### config.mk
export PLATFORM = sky130hd
export DESIGN_NAME = mu0_cpu_waitreq
export DESIGN_NICKNAME = d
export VERILOG_FILES = /design/src/rtl/mu0_pkg.sv /design/src/rtl/mu0_datapath.sv /design/src/rtl/mu0_cpu_waitreq.sv
export SDC_FILE = /design/constraint.sdc
export NUM_CORES = 1
export LEC_CHECK = 0
export ABC_AREA = 1
export BUFFER_PORTS_ARGS = -buffer_cell sky130_fd_sc_hd__buf_2
export CAP_MARGIN = 30
export CORE_ASPECT_RATIO = 0.6
export CORE_MARGIN = 2
export CORE_UTILIZATION = 40
export CTS_BUF_LIST = sky130_fd_sc_hd__clkbuf_2 sky130_fd_sc_hd__clkbuf_4 sky130_fd_sc_hd__clkbuf_8
export DETAILED_ROUTE_END_ITERATION = 6
export GPL_ROUTABILITY_DRIVEN = 1
export PLACE_DENSITY_LB_ADDON = 0.25
export SLEW_MARGIN = 20
export SYNTH_ARGS = -nofsm -noshare
export SYNTH_HDL_FRONTEND = slang
export SYNTH_SLANG_ARGS = --single-unit
### constraint.sdc
create_clock -name clk -period 3.8 [get_ports clk]
set_input_delay 0.95 -clock clk [delete_from_list [all_inputs] [get_ports clk]]
set_output_delay 0.95 -clock clk [all_outputs]
set_load 0.005 [all_outputs]
### src/rtl/mu0_pkg.sv
// Shared MU0 definitions: opcode and control-state encodings used by every MU0 variant
// and by the assembler-driven benches.
package mu0_pkg;

  typedef enum logic [3:0] {
    OP_LDA = 4'd0,
    OP_STO = 4'd1,
    OP_ADD = 4'd2,
    OP_SUB = 4'd3,
    OP_JMP = 4'd4,
    OP_JGE = 4'd5,
    OP_JNE = 4'd6,
    OP_STP = 4'd7,
    OP_OUT = 4'd8
  } opcode_t;

  typedef enum logic [1:0] {
    ST_FETCH  = 2'd0,
    ST_EXEC   = 2'd1,
    ST_HALTED = 2'd2
  } state_t;

  // Opcodes that fetch an operand from memory during EXEC.
  function automatic logic op_reads(input logic [3:0] op);
    return (op == OP_LDA) || (op == OP_ADD) || (op == OP_SUB);
  endfunction

endpackage

### src/rtl/mu0_datapath.sv
// MU0 accumulator and program counter: ALU add/sub, PC increment and branch decision.
// Updates only on the completion strobes from the control FSM, so stalls freeze it.
module mu0_datapath
  import mu0_pkg::*;
#(
  parameter int ADDR_WIDTH = 12,
  parameter int DATA_WIDTH = 16
) (
  input  logic                  clk,
  input  logic                  rst,
  input  logic                  fetch_done_i,
  input  logic                  exec_done_i,
  input  logic [3:0]            opcode_i,
  input  logic [ADDR_WIDTH-1:0] target_i,
  input  logic [DATA_WIDTH-1:0] rdata_i,
  output logic [DATA_WIDTH-1:0] acc_o,
  output logic [ADDR_WIDTH-1:0] pc_o
);

  logic [DATA_WIDTH-1:0] acc_q, acc_d;
  logic [ADDR_WIDTH-1:0] pc_q, pc_d;
  logic                  take_branch;

  always_comb begin
    take_branch = 1'b0;
    case (opcode_i)
      OP_JMP:  take_branch = 1'b1;
      OP_JGE:  take_branch = ~acc_q[DATA_WIDTH-1];
      OP_JNE:  take_branch = |acc_q;
      default: take_branch = 1'b0;
    endcase
  end

  always_comb begin
    acc_d = acc_q;
    pc_d  = pc_q;
    if (fetch_done_i) begin
      pc_d = pc_q + ADDR_WIDTH'(1);
    end
    if (exec_done_i) begin
      case (opcode_i)
        OP_LDA:  acc_d = rdata_i;
        OP_ADD:  acc_d = acc_q + rdata_i;
        OP_SUB:  acc_d = acc_q - rdata_i;
        default: acc_d = acc_q;
      endcase
      if (take_branch) begin
        pc_d = target_i;
      end
    end
  end

  always_ff @(posedge clk) begin
    if (rst) begin
      acc_q <= '0;
      pc_q  <= '0;
    end else begin
      acc_q <= acc_d;
      pc_q  <= pc_d;
    end
  end

  assign acc_o = acc_q;
  assign pc_o  = pc_q;

endmodule

### src/rtl/mu0_cpu_waitreq.sv
// MU0 CPU on one shared memory port with waitrequest stalls; FETCH/EXEC/HALTED control
// and bus requests live here, arithmetic and PC in mu0_datapath. Adds registered OUT strobe.
module mu0_cpu_waitreq
  import mu0_pkg::*;
#(
  parameter int ADDR_WIDTH = 12,
  parameter int DATA_WIDTH = 16
) (
  input  logic                  clk,
  input  logic                  rst,
  output logic                  running,
  output logic [ADDR_WIDTH-1:0] address,
  output logic                  read,
  output logic                  write,
  input  logic                  waitrequest,
  output logic [DATA_WIDTH-1:0] writedata,
  input  logic [DATA_WIDTH-1:0] readdata,
  output logic                  out_valid,
  output logic [DATA_WIDTH-1:0] out_data
);

  state_t                state_q, state_d;
  logic [DATA_WIDTH-1:0] instr_q, instr_d;
  logic                  out_valid_q, out_valid_d;
  logic [DATA_WIDTH-1:0] out_data_q, out_data_d;
  logic                  fetch_done, exec_done;
  logic [3:0]            opcode;
  logic [ADDR_WIDTH-1:0] operand_addr;
  logic [DATA_WIDTH-1:0] acc;
  logic [ADDR_WIDTH-1:0] pc;
  logic                  unused_instr;

  assign opcode       = instr_q[DATA_WIDTH-1 -: 4];
  assign operand_addr = instr_q[ADDR_WIDTH-1:0];
  // Operand bits above the address width are architecturally ignored.
  assign unused_instr = ^instr_q;

  always_comb begin
    state_d     = state_q;
    instr_d     = instr_q;
    address     = pc;
    read        = 1'b0;
    write       = 1'b0;
    fetch_done  = 1'b0;
    exec_done   = 1'b0;
    out_valid_d = 1'b0;
    out_data_d  = out_data_q;
    case (state_q)
      ST_FETCH: begin
        read = 1'b1;
        if (!waitrequest) begin
          fetch_done = 1'b1;
          instr_d    = readdata;
          state_d    = ST_EXEC;
        end
      end
      ST_EXEC: begin
        address = operand_addr;
        read    = op_reads(opcode);
        write   = (opcode == OP_STO);
        // Only a memory op can be stalled; everything else retires in one cycle.
        if (!((read || write) && waitrequest)) begin
          exec_done = 1'b1;
          state_d   = (opcode == OP_STP) ? ST_HALTED : ST_FETCH;
          if (opcode == OP_OUT) begin
            out_valid_d = 1'b1;
            out_data_d  = acc;
          end
        end
      end
      default: state_d = ST_HALTED;
    endcase
  end

  always_ff @(posedge clk) begin
    if (rst) begin
      state_q     <= ST_FETCH;
      instr_q     <= '0;
      out_valid_q <= 1'b0;
      out_data_q  <= '0;
    end else begin
      state_q     <= state_d;
      instr_q     <= instr_d;
      out_valid_q <= out_valid_d;
      out_data_q  <= out_data_d;
    end
  end

  mu0_datapath #(
    .ADDR_WIDTH(ADDR_WIDTH),
    .DATA_WIDTH(DATA_WIDTH)
  ) u_datapath (
    .clk         (clk),
    .rst         (rst),
    .fetch_done_i(fetch_done),
    .exec_done_i (exec_done),
    .opcode_i    (opcode),
    .target_i    (operand_addr),
    .rdata_i     (readdata),
    .acc_o       (acc),
    .pc_o        (pc)
  );

  assign running   = (state_q != ST_HALTED);
  assign writedata = acc;
  assign out_valid = out_valid_q;
  assign out_data  = out_data_q;

endmodule

==> results of run 1 <==
==> cell families (layout without fill, tap and decap cells) <==
family | count (synthesis) | after routing | share of synthesized area
adder cells (fa/ha/maj) | 18 | 18 | 0.0566
XOR/XNOR | 27 | 27 | 0.0575
buffers and inverters | 96 | 160 | 0.0949
AO/OA/AOI/OAI | 138 | 138 | 0.181
AND/OR/NAND/NOR | 287 | 287 | 0.304
flip-flops | 63 | 63 | 0.307
==> through the flow <==
step	util	power, mW	hold slack, ps
after floorplan	-	1.01	473
after global routing	0.475	1.78	498
after CTS	0.475	1.69	484
final	0.475	1.68	480
after detailed placement	0.456	1.13	467
after global placement	0.456	1.12	463
==> synth_stat cells, types with 2 or more instances <==
library cell | instances | area share
a211oi_1 | 2 | 0.0036
buf_6 | 2 | 0.0055
nor2_1 | 81 | 0.074
nand2_2 | 4 | 0.0061
a21oi_1 | 63 | 0.077
nand3_1 | 27 | 0.033
o21bai_1 | 2 | 0.0036
nand4_2 | 2 | 0.0061
nor3_1 | 5 | 0.0061
nand2_1 | 148 | 0.14
a31oi_1 | 3 | 0.0046
buf_2 | 4 | 0.0049
ha_1 | 17 | 0.052
nor2_4 | 4 | 0.011
o21ai_0 | 57 | 0.069
buf_4 | 2 | 0.0036
nand4_1 | 5 | 0.0076
a221oi_1 | 2 | 0.0043
inv_2 | 6 | 0.0055
clkbuf_1 | 10 | 0.0091
nand3b_1 | 2 | 0.0036
or2_2 | 2 | 0.0030
o21ai_1 | 3 | 0.0036
nor2_2 | 3 | 0.0046
xor2_1 | 26 | 0.055
dfxtp_1 | 63 | 0.31
inv_1 | 70 | 0.064
==> registers in the layout (all words and copies together) (netlist names) <==
register and count:
u_datapath.pc_o 12, out_valid 1, out_data 16, state_q 2, u_datapath.acc_o 16, instr_q 16
==> layer usage <==
metal  vias to the layer above  wire length (µm)  global-route usage
li1                       2153                 -                   -
met1                      1892              6540               0.360
met2                       154              4710               0.324
met3                         8               891              0.0549
met4                         0               107              0.0589
met5                         -                 0                   0
==> area by class of cell <==
class,instances,area share
Sequential cell,63,0.268
Clock buffer,13,0.0354
Timing Repair Buffer,67,0.0718
Inverter,77,0.0620
Multi-Input combinational cell,470,0.523
Clock inverter,3,0.00372
Tap cell,135,0.0359
==> path summary, 6_finish.rpt <==
kind / start / to / depth (start not counted)
max: readdata[0] / u_datapath.acc_o[15] / 20
min: out_data[14] / out_data[14] / 2
max reg2reg: instr_q[15] / u_datapath.acc_o[15] / 18
min reg2reg: out_data[14] / out_data[14] / 2
==> report_power, final <==
part           internal (mW)  switching (mW)  total (mW)
Clock                  0.285           0.274       0.559
Combinational          0.133           0.254       0.387
Sequential             0.696          0.0352       0.732
Total                   1.11           0.563        1.68
==> worst max-delay path, cell delays in order <==
cell and delay [ps]:
buf_2 110, inv_1 130, ha_1 190, nand3_1 110, o21ai_2 160, o21a_2 190
nand2_2 90, xor2_1 190, inv_1 60, ha_1 390, nand2_1 70, inv_1 80
nand2_1 120, nor3_1 260, nand2_1 90, nand2_1 60, nand3_1 70, nand3_1 80
nand2_1 50, a21oi_1 110
==> impl_metrics.env, run 1 <==
export IMPL_rows=28
export IMPL_synth_edff_count=0
export IMPL_drc=0
export IMPL_hold_class="reg2reg"
export IMPL_fmax_mhz=304
export IMPL_rsz0062_at_grt="no"
export IMPL_worstSetupStartpointType="primary input"
export IMPL_post_cts_buffers=0
export IMPL_synth_avg_cell_area_um2=6.54
export IMPL_ys_async_sr_fraction=0
export IMPL_cts_buffers=9
export IMPL_core_mm2=0.00991
export IMPL_r2r_setup_slack_ps=890
export IMPL_netlist_instances=629
export IMPL_power_density_mw_per_mm2=356
export IMPL_die_area_mm2=0.0111
export IMPL_hold_viol=0
export IMPL_slew_viol_final=0
export IMPL_stdcell_area_mm2=0.00471
export IMPL_die_x_um=135
export IMPL_cp_required_ps=4080
export IMPL_seq_area_frac_synth=0.307
export IMPL_drive_gt1_frac=0.163
export IMPL_cts_sinks=63
export IMPL_syn_area_mm2=0.00411
export IMPL_cap_violations=0
export IMPL_cts_buffer_depth=2
export IMPL_cts_repair_resized=0
export IMPL_period_minus_slack_ps=3290
export IMPL_overflow=0
export IMPL_post_synth_num_cell_types=41
export IMPL_grt_max_degree=45
export IMPL_tns_ps=0
export IMPL_port_buffers=66
export IMPL_fill_cells=1043
export IMPL_tightest_slew_ps=553
export IMPL_p_leak_nw=2.37
export IMPL_start_util=0.415
export IMPL_first_iter_violations=331
export IMPL_cts_root_buf="clkbuf_8"
export IMPL_synthesis_nets=666
export IMPL_layout_commonest_cell="nand2_1"
export IMPL_cts_hold_buffers_added=0
export IMPL_clock_skew_ps=10.2
export IMPL_end_kind="register"
export IMPL_h_tree_depth=3
export IMPL_ys_ff_latch=63
export IMPL_critical_path_class="in2reg"
export IMPL_yosysWarningCount=0
export IMPL_crit_arrival_ps=3580
export IMPL_multi_input_area_mm2=0.00246
export IMPL_mostFrequentLayoutCells="nand2_1 (148), nor2_1 (81), inv_1 (70)"
export IMPL_fin_nets=725
export IMPL_drt_total_wl_um=12300
export IMPL_dp_cells=812
export IMPL_cp_max_fo=6
export IMPL_setup_ws_ps=507
export IMPL_synth_main_ff_cell="dfxtp_1"
export IMPL_grt_pass1_wl_um=19900
export IMPL_die_h_um=82.6
export IMPL_area_growth_pct=14.4
export IMPL_ir_drop_mv=0.130
export IMPL_outcome="finished, final reports clean"
export IMPL_wl_per_cell_um=14.8
export IMPL_post_place_ws_ps=219
export IMPL_cts_tree="yes"
export IMPL_grt_usage=0.235
export IMPL_fin_cells=828
export IMPL_place_congestion=0.980
export IMPL_setup_viol=0
export IMPL_grt_pass1_vias=3738
export IMPL_viasPerCell=5.08
export IMPL_vias=4207
export IMPL_path_clk_slew_ps=70
export IMPL_antenna_cells=0
export IMPL_place_area_mm2=0.00452
export IMPL_antenna_found_initial=0
export IMPL_period_share=0.867
export IMPL_num_io_pins=67
export IMPL_relSlewSlack=0.630
export IMPL_dpl_hpwl_um=9440
export IMPL_dr_pass1_iters=5
export IMPL_ant_nets=0
export IMPL_clk_latency_ps=350
export IMPL_seqCellArea_mm2=0.00126
Note: power is estimated with default switching activity, not from simulation.
==> run 2, diff against run 1 <==
CORE_UTILIZATION = 32   (was 40)
GPL_ROUTABILITY_DRIVEN = 0   (was 1)
==> run 2 against run 1 <==
Against the previous run: critical path depth decreased by 1; clock power increased by 10%; worst setup slack improved by 100 ps; hold slack improved by 21 ps; first-iteration DRC count decreased by 21%; die area increased by 24%; sequential power about the same; combinational power increased by 1%; maximum frequency increased by 3.2%; largest power group unchanged.
==> impl_metrics.env, run 2 (synthesis gave the netlist of run 1 again) <==
export IMPL_outcome="finished, final reports clean"
export IMPL_rows=32
export IMPL_die_area_mm2=0.0138
export IMPL_p_leak_nw=2.37
export IMPL_overflow=0
export IMPL_relSlewSlack=0.595
export IMPL_antenna_found_initial=0
export IMPL_p_comb_frac=0.224
export IMPL_period_share=0.840
export IMPL_layout_commonest_cell="nand2_1"
export IMPL_slowest_delay_ps=380
export IMPL_clkPwrFrac=0.355
export IMPL_crit_arrival_ps=3420
export IMPL_grt_usage=0.195
export IMPL_worst_path_max_delay_cell="ha_1"
export IMPL_crit_path_frequent_cell="nand2_1"
export IMPL_antenna_cells=0
export IMPL_wl_per_cell_um=15.0
export IMPL_rsz0062_at_grt="no"
export IMPL_cp_max_fo=6
export IMPL_cp_depth=19
export IMPL_path_clk_slew_ps=70
export IMPL_ant_nets=0
export IMPL_cp_top_family="simple AND/OR/NAND/NOR gates"
export IMPL_cts_hold_buffers_added=0
export IMPL_cp_required_ps=4030
export IMPL_power_density_mw_per_mm2=364
export IMPL_tns_ps=0
export IMPL_hold_viol=0
export IMPL_grt_pass1_vias=3868
export IMPL_h_tree_depth=3
export IMPL_drt_total_wl_um=12900
export IMPL_post_cts_buffers=0
export IMPL_first_iter_violations=261
export IMPL_setup_viol=0
export IMPL_start_util=0.324
export IMPL_stdcell_area_mm2=0.00478
export IMPL_critical_path_class="in2reg"
export IMPL_slew_viol_final=0
export IMPL_p_int_mw=1.15
export IMPL_seq_power_share=0.421
export IMPL_dr_pass1_iters=5
export IMPL_die_x_um=150
export IMPL_fin_nets=726
export IMPL_worstSetupStartpointType="primary input"
export IMPL_cts_sinks=63
export IMPL_p_sw_mw=0.589
export IMPL_die_h_um=91.8
export IMPL_end_kind="register"
export IMPL_post_place_ws_ps=323
export IMPL_switching_share=0.338
export IMPL_drive_gt1_frac=0.164
export IMPL_ir_drop_mv=0.175
export IMPL_cp_cell_sequence="buf_2 -> inv_1 -> ha_1 -> nand3_1 -> o21ai_2 -> o21a_2 -> nand2_2 -> xor2_1 -> inv_1 -> ha_1 -> nand2_1 -> inv_1 -> nand2_1 -> nor3_1 -> a21oi_1 -> nand2_1 -> nand3_1 -> nand2_1 -> a21oi_1"
export IMPL_viasPerCell=4.92
export IMPL_clock_skew_ps=11.5
export IMPL_mostFrequentLayoutCells="nand2_1 (148), nor2_1 (81), inv_1 (70)"
export IMPL_grt_pass1_wl_um=20700
export IMPL_period_minus_slack_ps=3190
export IMPL_cts_repair_resized=0
export IMPL_cts_buffers=9
export IMPL_num_io_pins=67
export IMPL_place_area_mm2=0.00457
export IMPL_port_buffers=66
export IMPL_setup_ws_ps=608
export IMPL_vias=4253
export IMPL_clk_latency_ps=360
export IMPL_cts_buffer_depth=2
export IMPL_hold_depth=2
export IMPL_hold_ws_ps=501
export IMPL_grt_max_degree=32
export IMPL_tightest_slew_ps=606
export IMPL_final_util=0.376
export IMPL_fmax_mhz=313
export IMPL_core_mm2=0.0127
export IMPL_reg2reg_depth=17
export IMPL_cts_root_buf="clkbuf_8"
export IMPL_dpl_hpwl_um=9960
export IMPL_drc=0
export IMPL_hold_class="reg2reg"
export IMPL_area_growth_pct=16.1
export IMPL_cap_violations=0
export IMPL_path_buf_inv=4
export IMPL_cts_tree="yes"
==> run 2: worst paths after layout <==
path	from	end	slack, ps
worst max register to register	instr_q[15]	u_datapath.acc_o[15]	960
worst min register to register	out_data[14]	out_data[14]	500
worst min-delay path	out_data[14]	out_data[14]	500
worst max-delay path	readdata[0]	u_datapath.acc_o[15]	610
==> run 2: power groups by stage <==
stage	clock [mW]	combinational [mW]	sequential, mW
6_report	0.617	0.391	0.733
5_1_grt	0.666	0.443	0.738
4_1_cts	0.630	0.386	0.733
3_5_place_dp	0	0.383	0.748
3_3_place_gp	0	0.381	0.746
2_1_floorplan	0	0.272	0.737
==> run 2: final cells by class <==
cell class	count	area, µm²
tap	170	213
multi-input combinational	470	2460
timing repair buffer	68	345
sequential	63	1260
inverter	77	292
fill	1384	7910
clock buffer	10	138
clock inverter	6	67.6
==> run 2: worst min-delay path, stage by stage (launching register included) <==
cell and delay, ps:
dfxtp_1 320, nor2_1 90, nor2_1 50
==> run 2: metrics by stage <==
stage / power (mW) / cells
floorplan: 1.01 / 629
global placement: 1.13 / 848
detailed placement: 1.13 / 848
CTS: 1.75 / 864
global route: 1.85 / 864
finish: 1.74 / 864
==> run 2: layer usage <==
metal	up-vias	track usage	wire [µm]
met3	8	0.0692	1130
met2	152	0.251	4760
met4	0	0.0330	89
met5	-	0	0
met1	1944	0.307	6960
li1	2149	-	-
